File: src/rtl/dsm_pkg.sv
// Shared types and width helpers for the baseband interpolator datapath.
package dsm_pkg;

    localparam int unsigned DW_SAMPLE = 20;

    typedef enum logic [1:0] {
        FILL0,
        FILL1,
        RUN
    } interp_state_t;

    // Signed width needed to hold a dw-bit value grown by 'extra' bits plus a sign bit.
    function automatic int unsigned sdw(input int unsigned dw, input int unsigned extra);
        return dw + extra + 1;
    endfunction

endpackage

File: src/rtl/interp_skid.sv
// One-entry look-ahead buffer in front of the interpolator; owns the input handshake.
module interp_skid #(
    parameter int unsigned DW = 20
) (
    input  logic          clk_i,
    input  logic          rst_n_i,
    input  logic [DW-1:0] sample_i,
    input  logic          sample_valid_i,
    input  logic          direct_i,
    input  logic          pop_i,
    output logic          sample_ready_o,
    output logic          xfer_o,
    output logic [DW-1:0] nxt_o,
    output logic          nxt_full_o
);

    logic          ready_en_q;
    logic          full_q, full_d;
    logic [DW-1:0] nxt_q, nxt_d;

    assign sample_ready_o = ready_en_q && !full_q;
    assign xfer_o         = sample_valid_i && sample_ready_o;
    assign nxt_o          = nxt_q;
    assign nxt_full_o     = full_q;

    // A transfer the consumer does not take directly parks in nxt.
    always_comb begin
        full_d = full_q;
        nxt_d  = nxt_q;
        if (pop_i) begin
            full_d = 1'b0;
        end else if (xfer_o && !direct_i) begin
            full_d = 1'b1;
            nxt_d  = sample_i;
        end
    end

    always_ff @(posedge clk_i or negedge rst_n_i) begin
        if (!rst_n_i) begin
            ready_en_q <= 1'b0;
            full_q     <= 1'b0;
            nxt_q      <= '0;
        end else begin
            ready_en_q <= 1'b1;
            full_q     <= full_d;
            nxt_q      <= nxt_d;
        end
    end

endmodule

File: src/rtl/linear_interp.sv
// Linear upsampling interpolator (ratio 2**L_LOG2) feeding the mixer's interp input.
// Define LINEAR_INTERP_UNDERRUN_CNT_EN to add the saturating underrun_cnt_o counter.
module linear_interp
    import dsm_pkg::*;
#(
    parameter int unsigned DW     = DW_SAMPLE,
    parameter int unsigned L_LOG2 = 3
) (
    input  logic          clk_i,
    input  logic          rst_n_i,
    input  logic [DW-1:0] sample_i,
    input  logic          sample_valid_i,
    output logic          sample_ready_o,
    input  logic          tick_i,
    output logic [DW-1:0] interp_o,
    output logic          interp_stb_o,
    output logic          underrun_o
`ifdef LINEAR_INTERP_UNDERRUN_CNT_EN
    ,
    output logic [15:0]   underrun_cnt_o
`endif
);

    localparam int unsigned DELW = sdw(DW, 0);
    localparam int unsigned AW   = sdw(DW, L_LOG2);

    interp_state_t       state_q, state_d;
    logic [DW-1:0]       prev_q, prev_d;
    logic [DW-1:0]       curr_q, curr_d;
    logic [L_LOG2-1:0]   k_q, k_d;
    logic [AW-1:0]       acc_q, acc_d;
    logic [DW-1:0]       interp_q, interp_d;
    logic                stb_q, stb_d;
    logic                underrun_q, underrun_d;

    logic                xfer, direct, pop, wrap;
    logic                nxt_full;
    logic [DW-1:0]       nxt;
    logic [DELW-1:0]     delta;
    logic [AW-1:0]       delta_ext, acc_base, acc_shr;

    assign wrap   = (state_q == RUN) && tick_i && (&k_q);
    assign direct = (state_q != RUN) || (wrap && !nxt_full);
    assign pop    = wrap && nxt_full;

    interp_skid #(
        .DW(DW)
    ) u_skid (
        .clk_i          (clk_i),
        .rst_n_i        (rst_n_i),
        .sample_i       (sample_i),
        .sample_valid_i (sample_valid_i),
        .direct_i       (direct),
        .pop_i          (pop),
        .sample_ready_o (sample_ready_o),
        .xfer_o         (xfer),
        .nxt_o          (nxt),
        .nxt_full_o     (nxt_full)
    );

    assign delta     = {curr_q[DW-1], curr_q} - {prev_q[DW-1], prev_q};
    assign delta_ext = {{(AW - DELW){delta[DELW-1]}}, delta};
    assign acc_base  = {{(AW - DW){curr_q[DW-1]}}, curr_q} << L_LOG2;
    assign acc_shr   = $signed(acc_q) >>> L_LOG2;

    always_comb begin
        state_d    = state_q;
        prev_d     = prev_q;
        curr_d     = curr_q;
        k_d        = k_q;
        acc_d      = acc_q;
        interp_d   = interp_q;
        stb_d      = 1'b0;
        underrun_d = 1'b0;
        unique case (state_q)
            FILL0: begin
                if (xfer) begin
                    curr_d  = sample_i;
                    state_d = FILL1;
                end
            end
            FILL1: begin
                if (xfer) begin
                    prev_d  = curr_q;
                    curr_d  = sample_i;
                    k_d     = '0;
                    acc_d   = acc_base;
                    state_d = RUN;
                end
            end
            RUN: begin
                if (tick_i) begin
                    interp_d = acc_shr[DW-1:0];
                    stb_d    = 1'b1;
                    k_d      = k_q + L_LOG2'(1);
                    if (wrap) begin
                        // New segment starts exactly at the old end point.
                        prev_d = curr_q;
                        acc_d  = acc_base;
                        if (nxt_full) begin
                            curr_d = nxt;
                        end else if (xfer) begin
                            curr_d = sample_i;
                        end else begin
                            underrun_d = 1'b1;
                        end
                    end else begin
                        acc_d = acc_q + delta_ext;
                    end
                end
            end
            default: state_d = FILL0;
        endcase
    end

    always_ff @(posedge clk_i or negedge rst_n_i) begin
        if (!rst_n_i) begin
            state_q    <= FILL0;
            prev_q     <= '0;
            curr_q     <= '0;
            k_q        <= '0;
            acc_q      <= '0;
            interp_q   <= '0;
            stb_q      <= 1'b0;
            underrun_q <= 1'b0;
        end else begin
            state_q    <= state_d;
            prev_q     <= prev_d;
            curr_q     <= curr_d;
            k_q        <= k_d;
            acc_q      <= acc_d;
            interp_q   <= interp_d;
            stb_q      <= stb_d;
            underrun_q <= underrun_d;
        end
    end

    assign interp_o     = interp_q;
    assign interp_stb_o = stb_q;
    assign underrun_o   = underrun_q;

`ifdef LINEAR_INTERP_UNDERRUN_CNT_EN
    logic [15:0] cnt_q;

    always_ff @(posedge clk_i or negedge rst_n_i) begin
        if (!rst_n_i) begin
            cnt_q <= '0;
        end else if (underrun_d && (cnt_q != 16'hFFFF)) begin
            cnt_q <= cnt_q + 16'd1;
        end
    end

    assign underrun_cnt_o = cnt_q;
`else
    // Default build only flags underruns; nothing is counted.
`endif

endmodule

File: config.mk
export PLATFORM = sky130hd
export DESIGN_NAME = linear_interp
export DESIGN_NICKNAME = d
export VERILOG_FILES = /design/src/rtl/dsm_pkg.sv /design/src/rtl/interp_skid.sv /design/src/rtl/linear_interp.sv
export SDC_FILE = /design/constraint.sdc
export NUM_CORES = 1
export LEC_CHECK = 0
export CAP_MARGIN = 10
export CORE_MARGIN = 2
export CORE_UTILIZATION = 64
export CTS_CLUSTER_DIAMETER = 40
export DETAILED_ROUTE_END_ITERATION = 6
export DONT_BUFFER_PORTS = 1
export HOLD_SLACK_MARGIN = 0.08
export PLACE_DENSITY_LB_ADDON = 0.08
export SLEW_MARGIN = 40
export SYNTH_ARGS = -nofsm -noshare
export SYNTH_HDL_FRONTEND = slang
export SYNTH_SLANG_ARGS = --single-unit
File: constraint.sdc
create_clock -name clk_i -period 5.2 [get_ports clk_i]
set_input_delay 1.56 -clock clk_i [delete_from_list [all_inputs] [get_ports clk_i]]
set_output_delay 1.56 -clock clk_i [all_outputs]
set_load 0.03 [all_outputs]
Word-level counts from Yosys, hierarchy flattened
Index checks and enable logic that the tools add are counted.
- bits in registers: 113
- bits in writable memories: 0
- bits in read-only memories: 0
- latch bits: 0
- memories kept: 0
- order comparisons: 0
- bitwise operators: 2
- add/subtract/negate cells: 3
- muxes and demuxes: 28
- equal/unequal tests: 7
- multiply operators: 0
- div/mod/pow operators: 0
- shift-type cells: 0
- reductions and logical operators: 22
- operators with widths (kind ; count):
    2-to-1 mux 20 bit ; 7
    one-hot mux 20 bit (2 select lines) ; 2
    2-to-1 mux 24 bit ; 3
    one-hot mux 24 bit (2 select lines) ; 1
    adder 24 bit ; 1
    subtractor 20 x 20 -> 21 bit ; 1
    AND reduction 3 bit ; 4
    2-to-1 mux 1 bit ; 9
    logical AND 1 bit ; 7
    2-to-1 mux 3 bit ; 2
    inequality test 2 bit, second input constant ; 3
    one-hot mux 2 bit (3 select lines) ; 1
    one-hot mux 3 bit (2 select lines) ; 1
    nonzero test 2 bit ; 3
    2-to-1 mux 2 bit ; 2
    inequality test 2 x 1 -> 1 bit, second input constant ; 2
    AND reduction 2 bit ; 2
    AND reduction 4 bit ; 1
    adder 3 x 1 -> 3 bit, second input constant ; 1
    == test 2 x 1 -> 1 bit, second input constant ; 1
    == test 2 bit, second input constant ; 1
    zero test 1 bit ; 2
    zero test 2 bit ; 1
    NOT 1 bit ; 2
    2 further kinds ; 2

Depth between registers and ports, before layout
- word-level depth: 9
- mapped depth: 18

Hierarchy
From an unflattened synthesis, not the netlist that was laid out.
- cells, all modules: 697
- area, all modules: 6498.7 µm²
- by module, submodules not included (module ; area an instance (µm²) ; instances ; cells each ; seq. area each (µm²)):
    linear_interp ; 5590.4 ; 1 ; 646 ; 2252.2
    interp_skid ; 908.4 ; 1 ; 51 ; 550.5

Least setup slack after synthesis
No wires, ideal clock.
- path kind: reg-to-reg
- start point: register curr_q[0]
- end point: register acc_q[17]
- path slack: 1.526 ns
- clock period less this slack: 3.674 ns
- setup time: 0.131 ns
- data arrival time: 3.544 ns
- required time: 5.069 ns
- buffers on the path: 0
- cell stages (with the launch flop): 19
- path through: dfrtp_1 > inv_1 > ha_1 > fa_1 > nor2b_1 > o31a_1 > nor4_1 > o21bai_1 > a21o_1 > a21oi_1 > xnor2_1 > ha_1 > and3_1 > and3_1 > a311o_1 > a31o_1 > a31oi_4 > xor2_1 > a21oi_1
- longest elaborated chain between the ends: 5
- RTL lines (element ; line ; text):
    start, declared ; linear_interp.sv:29 ; logic [DW-1:0] curr_q, curr_d;
    start signal, assigned ; linear_interp.sv:129 ; curr_q <= curr_d;
    subtractor 20 x 20 -> 21 bit ; linear_interp.sv:61 ; assign delta = {curr_q[DW-1], curr_q} - {prev_q[DW-1], prev_q};
    adder 24 bit ; linear_interp.sv:108 ; acc_d = acc_q + delta_ext;
    2-to-1 mux 24 bit ; linear_interp.sv:96 ; if (wrap) begin
    2-to-1 mux 24 bit ; linear_interp.sv:92 ; if (tick_i) begin
    one-hot mux 24 bit (2 select lines) ; linear_interp.sv:75 ; unique case (state_q)
    end signal, assigned ; linear_interp.sv:122 ; acc_q <= '0;
    end signal, assigned ; linear_interp.sv:131 ; acc_q <= acc_d;
    end, declared ; linear_interp.sv:31 ; logic [AW-1:0] acc_q, acc_d;
Every way passes these cells. The select of a mux whose other input is x is not followed.
A chain may end at the register's enable or synchronous reset.

Worst setup path in the final report
Same ends and word-level chain as after synthesis.

==> flow_metrics.tcl <==
set metrics [dict create \
    crit_path_max_fanout 6 \
    core.rowCount 36 \
    syn2layout_area_growth_pct 4.60 \
    fin_ws_ns 1.15 \
    setup-violations-final 0 \
    synth-main-ff-cell "dfrtp_1" \
    cts.path.max_buffers 2 \
    cts_htree_levels 3 \
    drc 0 \
    viasPerCell 6.08 \
    grt_pass1_vias 4958 \
    final_nets 777 \
    cts_hold_buf 0 \
    critPathSlowestCell "fa_1" \
    placed_cells 827 \
    crit_type "reg -> reg" \
    post-cts-setup-buffers 0 \
    status "finished, final reports clean" \
    synth_async_sr_flop_share 1.00 \
    die_h_um 105 \
    fin_worst_skew_ns 0.0157 \
    antennaDiodeCount 0 \
    cts_tree "built" \
    synth_compound_area_frac 0.201 \
    hold-path-endpoint "acc_q[0]" \
    drt_iter0_markers 323 \
    ctsResizeCount 0 \
    fin_cells 843 \
    cp-start-kind "flop" \
    synth_commonest_cells "nand2_1, dfrtp_1, a21oi_1, nor2_1, ha_1" \
    synth_top_family_by_area "compound AO/OA/AOI/OAI gates" \
    grt_pass1_wl_mm 24.1 \
    worstPathArrival_ns 4.31 \
    fin_setup_tns_ns 0 \
    synthSimpleGateAreaFrac 0.155 \
    max_slew_margin 0.555 \
    rsz0062_at_grt "false" \
    synth-xor-area-share 0.0403 \
    synth_mux_area_frac 0.0439 \
    place_hpwl_mm 10.4 \
    synth_edf_count 0 \
    port_buffers 0 \
    ant_nets 0 \
    grtUsageTotal 0.272 \
    globalRouteOverflowTotal 0 \
    reg2reg_to "acc_q[17]" \
    synthCells 714 \
    dp_worst_setup_slack_ns 1.18 \
    synthTopCellsByArea "dfrtp_1, ha_1, nand2_1" \
    insertion_delay_ns 0.38 \
    timing.final.hold_violations 0 \
    r2r_setup_slack_ns 1.15 \
    die_area_sq_um 11000 \
    wl_met3_um 945 \
    synth.top_cell.area_share 0.430 \
    syn_nets 786 \
    layout-drive-gt1-share 0.0746 \
    min_from "acc_q[0]" \
    cp_cell_sequence "inv_1, ha_1, fa_1, nor2b_1, o31a_1, nor4_1, o21bai_1, a21o_1, a21oi_1, xnor2_1, ha_1, and3_1, and3_1, a311o_1, a31o_1, a31oi_4, xor2_1, a21oi_1" \
    ys_seq_area_frac 0.430 \
    wire_per_inst_um 16.9 \
    finalCritPeriodShare 0.780 \
    pin_count 47 \
    grt_max_degree 113 \
    maxSlewViolCount 0 \
    vias 5126 \
    routabilityCongestion 0.945 \
    clk_pin_slew_ns 0.11 \
    timing.fmax_mhz 247 \
    antenna_found_initial 0 \
    yosysWarningCount 0 \
    crit_path_max_incr_delay_ns 0.41 \
    tightest_slew_ns 0.666 \
    m1WireLength_mm 6.84 \
    met2_length_mm 6.21 \
    core_sq_um 9820 \
    r2r_start "curr_q[0]" \
    drt-total-wl_mm 14.2 \
    synthDistinctLibCells 58 \
    synth_top_area_cell "dfrtp_1" \
    cts_buffers 9 \
    synthesis.area_sq_um 6520 \
    die_w_um 105 \
    fin_crit_ns 4.05 \
    reg2reg_depth 18 \
    drv_cap 0 \
    drt_first_pass_iters 7 \
    start_util 0.664 \
    cts_sinks 112 \
    top_layer "met4" \
    ys_seq_elements 112 \
    synthAdderAreaFrac 0.0944 \
    hold_path.class "reg -> reg" \
    min_path_cells 2 \
    end_kind "flop" \
    synth_most_common_cell "nand2_1" \
    num-fill-cells 814 \
    synth_area_per_cell_sq_um 9.14 \
    cts-root-buf "clkbuf_8" \
    required_ns 5.45 \
]
-- stage by stage --
| step | util | cell area [sq um] | hold slack, ns |
|---|---|---|---|
| after floorplan | - | 6520 | 0.445 |
| after global placement | 0.677 | 6650 | 0.457 |
| after detailed placement | 0.677 | 6650 | 0.467 |
| after CTS | 0.695 | 6820 | 0.491 |
| after global routing | 0.695 | 6820 | 0.526 |
| final | 0.695 | 6820 | 0.492 |
-- layout make-up --
type                    instances  area (sq um)  share of cell area
repair buffers                  9          67.6             0.00990
clock inverters                 5          41.3             0.00605
well taps                     133           166              0.0244
inverters                      32           120              0.0176
multi-input cells             541          3490               0.512
flip-flops and latches        112          2800               0.411
clock buffers                  11           131              0.0193
-- critical path, delay by kind of cell, from the launching register on --
kind | cells | cell delay, ns
XOR/XNOR | 2 | 0.30
AND/OR/NAND/NOR | 4 | 0.61
flip-flops | 1 | 0.40
buffers and inverters | 1 | 0.06
adder cells (fa/ha/maj) | 3 | 0.96
AO/OA/AOI/OAI | 8 | 1.61
-- state kept, by name, summed over array words and instances, names as in the netlist --
signal	count
acc_q	23
curr_q	20
interp_o	20
interp_stb_o	1
k_q	3
prev_q	20
state_q	2
u_skid.nxt_full_o	1
u_skid.nxt_o	20
u_skid.ready_en_q	1
underrun_o	1
-- layout by cell type (no fill, tap or decap), drive strengths merged, types with 11 or more instances in the layout --
cell type | netlist | final
a21o | 13 | 13
a21oi | 59 | 59
clkbuf | 25 | 11
dfrtp | 112 | 112
ha | 46 | 46
inv | 32 | 33
mux2 | 21 | 21
nand2 | 124 | 124
nand3 | 12 | 12
nor2 | 49 | 49
o21a | 12 | 12
o21ai | 45 | 45
o22ai | 22 | 22
xnor2 | 20 | 20
-- cell families after synthesis --
logic type,Yosys count
AOI/OAI and AO/OA,202
xor gates and xnor gates,30
adders and majority gates,48
buffers and inverters,61
DFF,112
muxes,26
other,1
and+or+nand+nor,234
-- worst max path at each step --
stage | startpoint | endpoint | slack, ns
final | curr_q[0] | acc_q[17] | 1.15
after global routing | curr_q[0] | acc_q[17] | 0.80
after CTS | curr_q[0] | acc_q[17] | 1.16
after detailed placement | curr_q[0] | acc_q[17] | 1.18
after global placement | curr_q[0] | acc_q[17] | 1.33
after floorplan | curr_q[0] | acc_q[17] | 1.53
-- metal layers --
layer	up-vias	GRT usage
met2	180	0.405
met3	21	0.0393
li1	2507	-
met5	-	0
met1	2418	0.404
met4	0	0.100
Power is left out: the tool's default activity adds up to more than one toggle a clock period on the data nets, which glitch-free logic cannot reach.
